[src/rtl/pipe_pkg.sv]
// Shared Y86-style pipeline constants: icodes, status codes, register IDs and
// the control FSM state encoding.
package pipe_pkg;

  localparam logic [3:0] I_NOP    = 4'h0;
  localparam logic [3:0] I_HALT   = 4'h1;
  localparam logic [3:0] I_RRMOVQ = 4'h2;
  localparam logic [3:0] I_IRMOVQ = 4'h3;
  localparam logic [3:0] I_RMMOVQ = 4'h4;
  localparam logic [3:0] I_MRMOVQ = 4'h5;
  localparam logic [3:0] I_OPQ    = 4'h6;
  localparam logic [3:0] I_JXX    = 4'h7;
  localparam logic [3:0] I_CALL   = 4'h8;
  localparam logic [3:0] I_RET    = 4'h9;
  localparam logic [3:0] I_PUSHQ  = 4'hA;
  localparam logic [3:0] I_POPQ   = 4'hB;

  localparam logic [2:0] S_AOK = 3'd1;
  localparam logic [2:0] S_HLT = 3'd2;
  localparam logic [2:0] S_ADR = 3'd3;
  localparam logic [2:0] S_INS = 3'd4;

  localparam logic [3:0] RNONE = 4'hF;

  typedef enum logic [1:0] {
    ST_RUN    = 2'd0,
    ST_RET_E  = 2'd1,
    ST_RET_M  = 2'd2,
    ST_HALTED = 2'd3
  } pipe_state_e;

  // A writeback status that stops the machine for good (until reset).
  function automatic logic is_fatal_stat(input logic [2:0] stat);
    return (stat == S_HLT) || (stat == S_ADR) || (stat == S_INS);
  endfunction

endpackage

[src/rtl/pipe_perf_cnt.sv]
// Stall / bubble performance counters; both wrap naturally at 2^32.
module pipe_perf_cnt (
  input  logic        clk,
  input  logic        rst,
  input  logic        stall_inc,
  input  logic        bubble_inc,
  output logic [31:0] stall_cnt,
  output logic [31:0] bubble_cnt
);

  logic [31:0] stall_cnt_q, stall_cnt_d;
  logic [31:0] bubble_cnt_q, bubble_cnt_d;

  always_comb begin
    stall_cnt_d  = stall_cnt_q;
    bubble_cnt_d = bubble_cnt_q;
    if (stall_inc) begin
      stall_cnt_d = stall_cnt_q + 32'd1;
    end else begin
      stall_cnt_d = stall_cnt_q;
    end
    if (bubble_inc) begin
      bubble_cnt_d = bubble_cnt_q + 32'd1;
    end else begin
      bubble_cnt_d = bubble_cnt_q;
    end
  end

  always_ff @(posedge clk or posedge rst) begin
    if (rst) begin
      stall_cnt_q  <= 32'd0;
      bubble_cnt_q <= 32'd0;
    end else begin
      stall_cnt_q  <= stall_cnt_d;
      bubble_cnt_q <= bubble_cnt_d;
    end
  end

  assign stall_cnt  = stall_cnt_q;
  assign bubble_cnt = bubble_cnt_q;

endmodule

[src/rtl/pipe_ctrl.sv]
// Pipeline hazard control: load-use, mispredict, ret handling and halt.
// Performance counters are built only when PIPE_CTRL_PERF_EN is defined.
module pipe_ctrl
  import pipe_pkg::*;
(
  input  logic        clk,
  input  logic        rst,
  input  logic [3:0]  D_icode,
  input  logic [3:0]  d_srcA,
  input  logic [3:0]  d_srcB,
  input  logic [3:0]  E_icode,
  input  logic [3:0]  E_dstM,
  input  logic        e_Cnd,
  input  logic [2:0]  m_stat,
  input  logic [2:0]  W_stat,
  output logic        F_stall,
  output logic        D_stall,
  output logic        D_bubble,
  output logic        E_bubble,
  output logic        M_bubble,
  output logic        W_stall,
  output logic        set_cc,
  output logic        halted,
  output logic [31:0] stall_cnt,
  output logic [31:0] bubble_cnt
);

  pipe_state_e state_q, state_d;
  logic        halted_q, halted_d;
  logic        load_use, mispredict, ret_start, ret_busy, bad_stat;

  always_comb begin
    load_use   = ((E_icode == I_MRMOVQ) || (E_icode == I_POPQ)) &&
                 (E_dstM != RNONE) &&
                 ((E_dstM == d_srcA) || (E_dstM == d_srcB));
    mispredict = (E_icode == I_JXX) && !e_Cnd;
    // A ret only enters the bubble sequence when nothing older blocks it.
    ret_start  = (state_q == ST_RUN) && (D_icode == I_RET) && !load_use && !mispredict;
    ret_busy   = ret_start || (state_q == ST_RET_E) || (state_q == ST_RET_M);
    bad_stat   = (m_stat != S_AOK) || (W_stat != S_AOK);

    case (state_q)
      ST_RUN:    state_d = ret_start ? ST_RET_E : ST_RUN;
      ST_RET_E:  state_d = ST_RET_M;
      ST_RET_M:  state_d = ST_RUN;
      ST_HALTED: state_d = ST_HALTED;
      default:   state_d = ST_RUN;
    endcase
    if (is_fatal_stat(W_stat)) begin
      state_d = ST_HALTED;
    end else begin
      state_d = state_d;
    end
    halted_d = (state_d == ST_HALTED);

    if (state_q == ST_HALTED) begin
      F_stall  = 1'b1;
      D_stall  = 1'b1;
      D_bubble = 1'b0;
      E_bubble = 1'b1;
      M_bubble = 1'b1;
      W_stall  = 1'b1;
      set_cc   = 1'b0;
    end else begin
      F_stall  = load_use || ret_busy;
      D_stall  = load_use;
      // Stall wins over bubble in decode.
      D_bubble = (mispredict || ret_busy) && !load_use;
      E_bubble = load_use || mispredict;
      M_bubble = bad_stat;
      W_stall  = (W_stat != S_AOK);
      set_cc   = (E_icode == I_OPQ) && !bad_stat;
    end
  end

  always_ff @(posedge clk or posedge rst) begin
    if (rst) begin
      state_q  <= ST_RUN;
      halted_q <= 1'b0;
    end else begin
      state_q  <= state_d;
      halted_q <= halted_d;
    end
  end

  assign halted = halted_q;

`ifdef PIPE_CTRL_PERF_EN
  logic stall_inc, bubble_inc;

  assign stall_inc  = F_stall && (state_q != ST_HALTED);
  assign bubble_inc = (D_bubble || E_bubble) && (state_q != ST_HALTED);

  pipe_perf_cnt u_perf_cnt (
    .clk        (clk),
    .rst        (rst),
    .stall_inc  (stall_inc),
    .bubble_inc (bubble_inc),
    .stall_cnt  (stall_cnt),
    .bubble_cnt (bubble_cnt)
  );
`else
  assign stall_cnt  = 32'd0;
  assign bubble_cnt = 32'd0;
`endif

endmodule

[config.mk]
export PLATFORM = sky130hd
export DESIGN_NAME = pipe_ctrl
export DESIGN_NICKNAME = d
export VERILOG_FILES = /design/src/rtl/pipe_pkg.sv /design/src/rtl/pipe_perf_cnt.sv /design/src/rtl/pipe_ctrl.sv
export SDC_FILE = /design/constraint.sdc
export NUM_CORES = 1
export LEC_CHECK = 0
export BUFFER_PORTS_ARGS = -buffer_cell sky130_fd_sc_hd__buf_2
export CORE_MARGIN = 8
export CORE_UTILIZATION = 35
export DETAILED_ROUTE_END_ITERATION = 16
export GPL_TIMING_DRIVEN = 1
export MAX_ROUTING_LAYER = met4
export PLACE_DENSITY = 0.85
export SYNTH_ARGS = -nofsm -noshare
export SYNTH_HDL_FRONTEND = slang
export SYNTH_SLANG_ARGS = --single-unit
[constraint.sdc]
create_clock -name clk -period 3 [get_ports clk]
set_clock_uncertainty 0.15 [all_clocks]
set_input_delay 0.6 -clock clk [delete_from_list [all_inputs] [get_ports clk]]
set_output_delay 0.6 -clock clk [all_outputs]
set_load 0.01 [all_outputs]
-- After elaboration in Yosys (flattened, before gate mapping)
Cells that the tools add are included.
- add/sub/neg operators: 0
- multiply operators: 0
- div/mod/pow operators: 0
- $lt $le $gt $ge: 0
- equal/unequal tests: 17
- shift-type cells: 0
- multiplexer cells: 10
- bitwise gates (word level): 0
- reduce and logical (&&, ||, !) cells: 23
- operators with widths (cell ; number):
    $eq 4x3->1 const B ; 3
    $logic_or 1x1->1 ; 10
    $eq 4x4->1 ; 2
    $eq 4x4->1 const B ; 2
    $logic_and 1x1->1 ; 8
    $mux 1 ; 8
    $pmux 2 s4 ; 1
    $eq 2x2->1 const B ; 3
    $eq 3x2->1 const B ; 2
    $ne 3x1->1 const B ; 2
    $logic_not 1->1 ; 4
    $ne 4x4->1 const B ; 1
    $eq 3x3->1 const B ; 1
    $eq 2x1->1 const B ; 1
    $logic_not 2->1 ; 1
    $mux 2 ; 1
- register bits: 3
- bits in latches: 0
- RAM bits: 0
- bits in read-only memories: 0
- bits of input ports: 29
- output and inout port bits: 72
- word-level logic and storage cells: 52
- memories: 0

-- Longest topological paths before layout
Gate-level depths: netlist of the first run.
- depth after elaboration: 12
- mapped depth: 4
- gate-level depth less buffers: 4

-- Worst setup path after synthesis of the first run
No wires, ideal clock.
- path kind: input to output
- start: in W_stat[1]
- end: out set_cc
- arrival time: 1612 ps
- data required time: 2250 ps
- slack: 638 ps
- stages on the path: 4
- path buffers: 0
- path through: nor2_1 -> nand3_2 -> or4b_4 -> nor3b_2
- longest elaborated chain between the ends: 5
- ends and longest elaborated chain (what ; line ; RTL):
    start: declaration ; pipe_ctrl.sv:15 ; input logic [2:0] W_stat,
    $ne 3x1->1 ; pipe_ctrl.sv:40 ; bad_stat = (m_stat != S_AOK) || (W_stat != S_AOK);
    $logic_or 1x1->1 ; pipe_ctrl.sv:40 ;
    $logic_not 1->1 ; pipe_ctrl.sv:72 ; set_cc = (E_icode == I_OPQ) && !bad_stat;
    $logic_and 1x1->1 ; pipe_ctrl.sv:72 ;
    $mux 1 ; pipe_ctrl.sv:56 ; if (state_q == ST_HALTED) begin
    end: declaration ; pipe_ctrl.sv:22 ; output logic set_cc,
Every way passes these cells.

-- Final worst setup path of the first run
- start: in E_icode[1]
- end: out D_bubble
- longest elaborated chain between the ends: 12
- elaborated cells on any way between the ends: 16
- classes of those cells: eq/ne (3); mux (1); reduce/logical (12)
- ends and longest elaborated chain (what ; line ; RTL):
    start: declaration ; pipe_ctrl.sv:11 ; input logic [3:0] E_icode,
    $eq 4x3->1 or $eq 4x4->1 (tied branches) ; pipe_ctrl.sv:33 ; load_use = ((E_icode == I_MRMOVQ) || (E_icode == I_POPQ)) &&
    $logic_or 1x1->1 ; pipe_ctrl.sv:33 ;
    $logic_and 1x1->1 ; pipe_ctrl.sv:33 ;
    $logic_and 1x1->1 ; pipe_ctrl.sv:34 ; (E_dstM != RNONE) &&
    $logic_not 1->1 ; pipe_ctrl.sv:38, pipe_ctrl.sv:68 ;
    $logic_and 1x1->1 (2 in a row) ; pipe_ctrl.sv:38 ; ret_start = (state_q == ST_RUN) && (D_icode == I_RET) && !load_use && !mispredict;
    $logic_or 1x1->1 (2 in a row) ; pipe_ctrl.sv:39 ; ret_busy = ret_start || (state_q == ST_RET_E) || (state_q == ST_RET_M);
    $logic_or 1x1->1 ; pipe_ctrl.sv:68 ; D_bubble = (mispredict || ret_busy) && !load_use;
    $logic_and 1x1->1 * ; pipe_ctrl.sv:68 ;
    $mux 1 * ; pipe_ctrl.sv:56 ;
    end: declaration ; pipe_ctrl.sv:18 ; output logic D_bubble,
Mark *: on every way between the ends. The rest lies on a longest branch, timed or not.

==> results of run 1 <==
## synthesized netlist by cell type (2+ instances only)
library cell   n
buf_4         64
nand3_1        2
nand2b_1       2
nand2_1        4
xnor2_1        8
nor2_1         2
dfrtp_1        3
nand4_1        3
## stage by stage
| step | area, µm² | power (µW) |
|---|---|---|
| after floorplan | 1070 | 196.2 |
| after global placement | 804.5 | 180.1 |
| after detailed placement | 804.5 | 182.0 |
| after CTS | 830.8 | 252.1 |
| after global routing | 830.8 | 274.8 |
| final | 830.8 | 251.6 |
## area by class of cell
class	instances	share of cell area
flip-flops and latches	3	0.09036
repair buffers	36	0.2169
well taps	28	0.04217
inverters	1	0.004518
multi-input cells	101	0.6145
clock buffers	4	0.03163
## where the power goes
group	internal (µW)	switching, µW
clock network	49.7	18.1
logic	45.5	85.0
registers	48.1	5.17
total	143	108
## sequential cells by signal (all words and copies together), names as in the netlist
register,count
halted,1
state_q,2
## worst max-delay path, stage by stage
cell,delay [ps]
buf_2,110
or3b_1,360
a221o_1,380
and3_1,190
buf_2,140
## cells by family after synthesis
logic type / Yosys count / share of synthesized area
buffers and inverters: 65 / 0.5811
DFF: 3 / 0.09009
other: 1 / 0.004500
muxes: 1 / 0.01201
xor gates and xnor gates: 8 / 0.08409
AOI/OAI and AO/OA: 3 / 0.02853
and+or+nand+nor: 25 / 0.1997
## worst max-delay path by stage
stage / startpoint / endpoint / slack [ps] / depth (start not counted)
2_1_floorplan: W_stat[1] / set_cc / 640 / 4
3_3_place_gp: E_icode[1] / D_bubble / 480 / 5
3_5_place_dp: E_icode[1] / D_bubble / 460 / 5
6_report: E_icode[1] / D_bubble / 480 / 5
5_1_grt: W_stat[1] / set_cc / 390 / 6
4_1_cts: E_icode[1] / D_bubble / 470 / 5
## metal layers
metal | track usage | routed length (µm) | vias to the layer above
li1 | - | - | 294
met1 | 0.07473 | 633 | 264
met2 | 0.1602 | 1000 | 52
met3 | 0.03952 | 278 | 0
met4 | 0.04087 | 0 | 0
met5 | - | 0 | -
==> flow_summary_export.csv, run 1 <==
group,metric,value,unit
yosys,synth_cells,106,
global_route,antenna_found_initial,0,
power_and_ir_drop,p_leak,0.0004701,µW
setup_path,critical_path_class,"primary input to primary output",
yosys,synth_area_leaders,"buf_4 (58%), dfrtp_1 (9.0%), xnor2_1 (8.4%), nand4_1 (2.3%), nand2_1 (1.8%)",
clocking,root_buffer,"clkbuf_4",
global_route,grt_start_max_net_pins,6,
sta,tns,0,ps
clocking,clk_latency,230,ps
clocking,post_cts_buffers,0,
yosys,yosysWarnings,0,
cells_and_area,final_common_cell,"conb_1",
placement,placed_cells,169,
setup_path,reg2reg_from,"state_q[0]",
setup_path,r2r_end,"state_q[0]",
floorplanning,ioPinCount,101,
status,status,"finished, final reports clean",
cells_and_area,final_cell_mix,"conb_1 (64), buf_2 (36), xnor2_1 (8)",
sta,period_share,0.8414,
setup_path,cp.arrival,1770,ps
yosys,avgSynthCellArea,7.861,µm²
routing,drt-wirelength-per-cell,11.05,µm
routing,drt-initial-drc-count,2,
yosys,synth_area_leader_cell,"buf_4",
floorplanning,rows,17,
power_and_ir_drop,ir_drop,0.1769,mV
flow_run,maxCapViolCount,0,
cells_and_area,multiInputGateArea,510.5,µm²
clocking,postCtsHoldBufs,0,
cells_and_area,fin_nets,175,
sta,rsz0062_at_grt,"no",
sta,maxSlewViolCount,0,
global_route,grt_pass1_vias,698,
setup_path,cp_max_fo,5,
yosys,ys_ff_latch,3,
cells_and_area,synthToLayoutAreaGrowth,-0.3003,%
clocking,htreeDepth,1,
yosys,synth-edff-count,0,
yosys,ys_seq_area_frac,0.09009,
setup_path,crit_path_end_kind,"primary output",
routing,drcViolationCount,0,
routing,vias,610,
floorplanning,dieHeight,64.80,µm
cells_and_area,diodes,0,
floorplanning,core,2233,µm²
sta,hold_slack,76.69,ps
sta,post-route-min-period,2524,ps
global_route,grt_pass1_wl,2932,µm
routing,drt-pass1-iter-count,4,
yosys,syn-cell-area,833.3,µm²
sta,worst_slack,475.8,ps
placement,gp_congestion,0.7698,
global_route,grt.overflow.total,0,
cells_and_area,drive_gt1_frac,0.3034,
routing,avgViaCountPerCell,3.526,
floorplanning,start_util,0.3731,
sta,hold_viol_final,0,
placement,hpwl,1843,µm
setup_path,rrSetupSlack,1940,ps
yosys,yosysUniqueCellTypes,26,
clocking,clkSinkCount,3,
power_and_ir_drop,power_density,302.8,nW/µm²
sta,clock.fmax,396.2,MHz
placement,place_ws,464.9,ps
yosys,async_reset_ff_frac,1.000,
clocking,cts_resized,0,
clocking,cts_buffers,3,
clocking,cts_buffer_depth,2,
cells_and_area,register_area,75.07,µm²
setup_path,required,2250,ps
clocking,clk_transition_reported_paths,40,ps
global_route,grt_use_total,0.08769,
yosys,synthFlopType,"dfrtp_1",
clocking,cts_tree,"built",
cells_and_area,final_cells,173,
routing,drt_wl_total,1912,µm
setup_path,rr_worst_depth,3,
sta,setup_viol_count_final,0,
cells_and_area,fin_util,0.3720,
yosys,synth_top_area_frac,0.5766,
routing,ant_nets,0,
hold_path,min_path_type,"primary input to async pin",
floorplanning,die_area,4198,µm²
cells_and_area,fill_cells,255,
floorplanning,chipWidth,64.80,µm
setup_path,critPathLaunchType,"primary input",
placement,portBuffers,36,
Power figures use the tool's default switching activity.
==> run 2, diff against run 1 <==
--- a/config.mk
+++ b/config.mk
@@ -7,11 +7,11 @@
 export LEC_CHECK = 0
 export BUFFER_PORTS_ARGS = -buffer_cell sky130_fd_sc_hd__buf_2
 export CORE_MARGIN = 8
-export CORE_UTILIZATION = 35
+export CORE_UTILIZATION = 30
 export DETAILED_ROUTE_END_ITERATION = 16
 export GPL_TIMING_DRIVEN = 1
 export MAX_ROUTING_LAYER = met4
-export PLACE_DENSITY = 0.85
+export PLACE_DENSITY = 0.78
 export SYNTH_ARGS = -nofsm -noshare
 export SYNTH_HDL_FRONTEND = slang
 export SYNTH_SLANG_ARGS = --single-unit
==> constraint.sdc (replaced) <==
create_clock -name clk -period 2.2 [get_ports clk]
set_clock_uncertainty 0.15 [all_clocks]
set_input_delay 0.44 -clock clk [delete_from_list [all_inputs] [get_ports clk]]
set_output_delay 0.44 -clock clk [all_outputs]
set_load 0.01 [all_outputs]
==> flow_summary_export.csv, run 2 (synthesis results as in run 1) <==
group,metric,value,unit
status,status,"finished, final reports clean",
setup_path,cp.arrival,1610,ps
hold_path,hp-start,"W_stat[2]",
cells_and_area,final_area,958.4,µm²
clocking,cts_tree,"built",
clocking,root_buffer,"clkbuf_4",
cells_and_area,largest_reg_flops,2,
power_and_ir_drop,fin_total_pwr,398.2,µW
clocking,clk_latency,230,ps
clocking,cts_buffers,3,
routing,ant_nets,0,
sta,maxSlewViolCount,0,
setup_path,critical_path_class,"flop to primary output",
cells_and_area,diodes,0,
clocking,htreeDepth,1,
clocking,clk_transition_reported_paths,40,ps
sta,period_share,0.9988,
cells_and_area,final_cell_mix,"conb_1 (64), buf_2 (33), buf_4 (7)",
setup_path,crit_path_end_kind,"primary output",
placement,place_ws,-35.68,ps
setup_path,rr_worst_depth,4,
clocking,cts_buffer_depth,2,
routing,vias,647,
global_route,grt_pass1_vias,716,
power_and_ir_drop,netSwitchingFraction,0.4090,
global_route,antenna_found_initial,0,
sta,tns,0,ps
flow_run,maxCapViolCount,0,
floorplanning,dieHeight,68.71,µm
sta,hold_viol_final,0,
global_route,grt_pass1_wl,2732,µm
power_and_ir_drop,p_int,235.4,µW
sta,setup_viol_count_final,0,
power_and_ir_drop,clock_power_share,0.237,
setup_path,cp_max_fo,2,
floorplanning,ioPinCount,101,
floorplanning,rows,19,
global_route,grt_start_max_net_pins,6,
setup_path,critPathLaunchType,"flop",
placement,placed_cell_area,815.8,µm²
routing,drt-initial-drc-count,10,
cells_and_area,synthToLayoutAreaGrowth,15.02,%
setup_path,reg2reg_from,"state_q[1]",
sta,hold_slack,452.0,ps
hold_path,worst_hold_path.num_cells,3,
power_and_ir_drop,p_leak,0.0005387,µW
floorplanning,chipWidth,68.71,µm
sta,post-route-min-period,2197,ps
hold_path,min_to,"halted",
cells_and_area,final_common_cell,"conb_1",
hold_path,min_path_type,"primary input to flop",
routing,drt-wirelength-per-cell,11.43,µm
routing,drcViolationCount,0,
power_and_ir_drop,p_comb_frac,0.583,
setup_path,r2r_end,"state_q[0]",
cells_and_area,fill_cells,291,
floorplanning,core,2686,µm²
cells_and_area,register_area,75.07,µm²
setup_path,rrSetupSlack,1050,ps
power_and_ir_drop,ir_drop,0.2373,mV
cells_and_area,regMostFlops,"state_q",
routing,drt-pass1-iter-count,3,
placement,portBuffers,36,
cells_and_area,multiInputGateArea,553.0,µm²
routing,drt_wl_total,2103,µm
power_and_ir_drop,p_switching,162.9,µW
cells_and_area,drive_gt1_frac,0.3725,
sta,clock.fmax,455.1,MHz
clocking,clkSinkCount,3,
global_route,grt_use_total,0.07820,
floorplanning,die_area,4720,µm²
cells_and_area,fin_nets,183,
power_and_ir_drop,power_density,415.5,nW/µm²
setup_path,required,1610,ps
sta,rsz0062_at_grt,"yes",
routing,avgViaCountPerCell,3.516,
floorplanning,start_util,0.3102,
global_route,grt.overflow.total,0,
placement,hpwl,1847,µm
power_and_ir_drop,p_seq_frac,0.180,
placement,gp_congestion,0.7006,
sta,worst_slack,2.634,ps
-- run 2: cell types whose count changed in the layout (fill, tap and decap cells not counted), sizes merged --
cell	change
dlygate4sd3	+1
buf	+7
-- run 2: critical path, cell delays in order (launching register included) --
cell	delay, ps
dfrtp_1	390
nand2_2	90
nand3_2	90
or4b_4	490
nor3b_2	160
buf_2	150
-- run 2: layout make-up --
type | count | share of cell area
tap | 31 | 0.04047
inverter | 1 | 0.003916
timing repair buffer | 44 | 0.2728
clock buffer | 4 | 0.02742
sequential | 3 | 0.07833
multi-input combinational | 101 | 0.5770
-- run 2: what timing repair did --
| item | 4_1_cts | 5_1_grt |
|---|---|---|
| endpoints found under the hold margin | 3 | 0 |
| pin swaps | 4 | 8 |
| setup buffers | 4 | 2 |
| gates resized for setup | 2 | 7 |
| hold buffers | 1 | 0 |
| endpoints found under the setup margin | 2 | 2 |
-- run 2: worst max-delay path by stage --
stage / startpoint / endpoint / slack (ps)
after floorplan: W_stat[1] / set_cc / 160
after global placement: E_icode[1] / D_bubble / -7
after detailed placement: E_icode[1] / D_bubble / -40
after CTS: state_q[1] / set_cc / 1
after global routing: state_q[0] / set_cc / -70
final: state_q[0] / set_cc / 3
-- run 2: through the flow --
| step | utilization | instances |
|---|---|---|
| 6_report | 0.3568 | 184 |
| 5_1_grt | 0.3568 | 184 |
| 4_1_cts | 0.3340 | 182 |
| 3_5_place_dp | 0.3037 | 173 |
| 3_3_place_gp | 0.3037 | 173 |
| 2_1_floorplan | - | 169 |
-- run 2: per-layer routing --
layer	share of wire	vias to the layer above	GRT usage
met2	0.52	55	0.1370
met4	0	0	0.05263
met5	0	-	-
met1	0.35	284	0.07721
li1	-	308	-
met3	0.13	0	0.01454
-- run 2: power groups by stage --
stage / registers [µW] / logic, µW / clock network (µW)
floorplan: 74.8 / 193 / 0
global placement: 73.3 / 174 / 0
detailed placement: 73.3 / 176 / 0
CTS: 70.4 / 202 / 99.7
global route: 71.9 / 253 / 110
finish: 71.6 / 232 / 94.6
==> run 3, diff against run 2 <==
--- a/config.mk
+++ b/config.mk
@@ -5,13 +5,14 @@
 export SDC_FILE = /design/constraint.sdc
 export NUM_CORES = 1
 export LEC_CHECK = 0
+export ABC_AREA = 1
 export BUFFER_PORTS_ARGS = -buffer_cell sky130_fd_sc_hd__buf_2
 export CORE_MARGIN = 8
-export CORE_UTILIZATION = 30
+export CORE_UTILIZATION = 37
 export DETAILED_ROUTE_END_ITERATION = 16
 export GPL_TIMING_DRIVEN = 1
 export MAX_ROUTING_LAYER = met4
-export PLACE_DENSITY = 0.78
+export PLACE_DENSITY = 0.86
 export SYNTH_ARGS = -nofsm -noshare
 export SYNTH_HDL_FRONTEND = slang
 export SYNTH_SLANG_ARGS = --single-unit
==> constraint.sdc (replaced) <==
create_clock -name clk -period 2.7 [get_ports clk]
set_clock_uncertainty 0.15 [all_clocks]
set_input_delay 0.54 -clock clk [delete_from_list [all_inputs] [get_ports clk]]
set_output_delay 0.54 -clock clk [all_outputs]
set_load 0.01 [all_outputs]
==> flow_summary_export.csv, run 3 <==
group,metric,value,unit
status,status,"finished, final reports clean",
power_and_ir_drop,ir_drop,0.1159,mV
setup_path,crit_path_end_kind,"primary output",
cells_and_area,final_cell_mix,"conb_1 (64), buf_2 (36), nand2_1 (34)",
routing,avgViaCountPerCell,3.543,
yosys,avgSynthCellArea,5.980,µm²
cells_and_area,multiInputGateArea,526.8,µm²
setup_path,cp_max_fo,4,
global_route,grt_start_max_net_pins,5,
placement,gp_congestion,0.7072,
setup_path,required,2010,ps
routing,drt-initial-drc-count,20,
floorplanning,ioPinCount,101,
yosys,synthTopCellsByCount,"buf_4 (64), nand2_1 (34), inv_1 (17)",
clocking,clkSinkCount,3,
routing,ant_nets,0,
yosys,yosysUniqueCellTypes,16,
clocking,clk_transition_reported_paths,40,ps
floorplanning,dieHeight,65.89,µm
clocking,cts_buffers,3,
yosys,synth_area_leader_cell,"buf_4",
clocking,cts_resized,0,
floorplanning,die_area,4341,µm²
global_route,grt.overflow.total,0,
sta,post-route-min-period,2138,ps
setup_path,cp.arrival,1450,ps
cells_and_area,fin_nets,223,
clocking,htreeDepth,1,
global_route,grt_use_total,0.08671,
cells_and_area,register_area,75.07,µm²
yosys,synth-edff-count,0,
cells_and_area,drive_gt1_frac,0.2435,
floorplanning,rows,18,
cells_and_area,final_cells,223,
global_route,grt_use_met3,0.008475,
cells_and_area,final_common_cell,"conb_1",
sta,rsz0062_at_grt,"no",
placement,portBuffers,36,
power_and_ir_drop,fin_total_pwr,219.0,µW
clocking,root_buffer,"clkbuf_4",
yosys,ys_ff_latch,3,
power_and_ir_drop,power_density,237.8,nW/µm²
cells_and_area,diodes,0,
yosys,yosysWarnings,0,
cells_and_area,largest_reg_flops,2,
sta,maxSlewViolCount,0,
hold_path,min_path_type,"primary input to async pin",
placement,hpwl,1990,µm
sta,hold_viol_final,0,
sta,period_share,0.7918,
yosys,syn-cell-area,920.9,µm²
global_route,antenna_found_initial,0,
cells_and_area,synthToLayoutAreaGrowth,0,%
floorplanning,core,2410,µm²
routing,drt_wl_total,2108,µm
floorplanning,chipWidth,65.89,µm
global_route,grt_pass1_vias,767,
global_route,grt_util_met1,0.09266,
floorplanning,start_util,0.3821,
yosys,synthFlopType,"dfrtp_1",
placement,placed_cells,219,
yosys,synth_most_common_cell,"buf_4",
cells_and_area,fin_util,0.3821,
routing,drcViolationCount,0,
flow_run,maxCapViolCount,0,
clocking,post_cts_buffers,0,
setup_path,critPathLaunchType,"primary input",
cells_and_area,fill_cells,285,
sta,setup_viol_count_final,0,
routing,vias,790,
clocking,cts_tree,"built",
yosys,ys_seq_area_frac,0.08152,
sta,hold_slack,18.82,ps
cells_and_area,regMostFlops,"state_q",
yosys,synth_cells,154,
sta,clock.fmax,467.7,MHz
clocking,clk_latency,230,ps
setup_path,critical_path_class,"primary input to primary output",
global_route,grt_pass1_wl,2987,µm
global_route,grt.busiest_layer,"met2",
routing,drt-pass1-iter-count,4,
clocking,postCtsHoldBufs,0,
yosys,synth_top_area_frac,0.5217,
yosys,synth_area_leaders,"buf_4 (52%), nand2_1 (14%), dfrtp_1 (8.2%), inv_1 (6.9%), nor2_1 (6.5%)",
sta,tns,0,ps
yosys,async_reset_ff_frac,1.000,
global_route,met2_usage,0.1523,
power_and_ir_drop,p_leak,0.0006122,µW
clocking,cts_buffer_depth,2,
routing,drt-wirelength-per-cell,9.453,µm
## run 3: power breakdown
group          total (µW)  switching [µW]  leakage [µW]  internal [µW]
combinational        96.3            70.8      0.000571           25.5
clock                77.5            22.1     0.0000150           55.3
sequential           45.2               0     0.0000262           45.2
## run 3: cells by family after synthesis
group,synth area share
and+or+nand+nor,0.2650
buffers and inverters,0.6033
AOI/OAI and AO/OA,0.04621
DFF,0.08152
other,0.004072
## run 3: worst paths after layout
check	startpoint	endpoint	slack [ps]	cells past startpoint
setup / recovery	E_dstM[2]	E_bubble	560	11
hold / removal	rst	state_q[1]	20	2
setup reg to reg	state_q[0]	state_q[0]	1520	5
hold reg to reg	state_q[0]	state_q[1]	370	2
max in group asynchronous	rst	halted	2250	2
min in group clk	state_q[0]	state_q[1]	370	2
## run 3: final cells by class
class | count | area share
Tap cell | 30 | 0.04076
Inverter | 20 | 0.08152
Sequential cell | 3 | 0.08152
Clock buffer | 4 | 0.02853
Timing Repair Buffer | 36 | 0.1957
Multi-Input combinational cell | 130 | 0.5720
## run 3: routing by layer
| metal | part of all wire | vias to the layer above | wire [µm] |
|---|---|---|---|
| met5 | 0 | - | 0 |
| met4 | 0.0066 | 0 | 14 |
| met2 | 0.51 | 57 | 1082 |
| met1 | 0.38 | 327 | 796 |
| li1 | - | 404 | - |
| met3 | 0.10 | 2 | 215 |
## run 3: through the flow
step	setup slack [ps]	cell area [µm²]
after floorplan	802.3	1157
after global placement	561.2	894.6
after detailed placement	546.0	894.6
after CTS	545.8	920.9
after global routing	438.0	920.9
final	562.0	920.9
## run 3: critical path, cell delays in order
cell and delay [ps]:
buf_2 120, inv_1 70, nand2_1 50, nand2_1 60, nor2_1 40, nand2_1 50
nand2_1 50, nand2_2 90, nand2_2 50, or2_1 190, buf_2 140
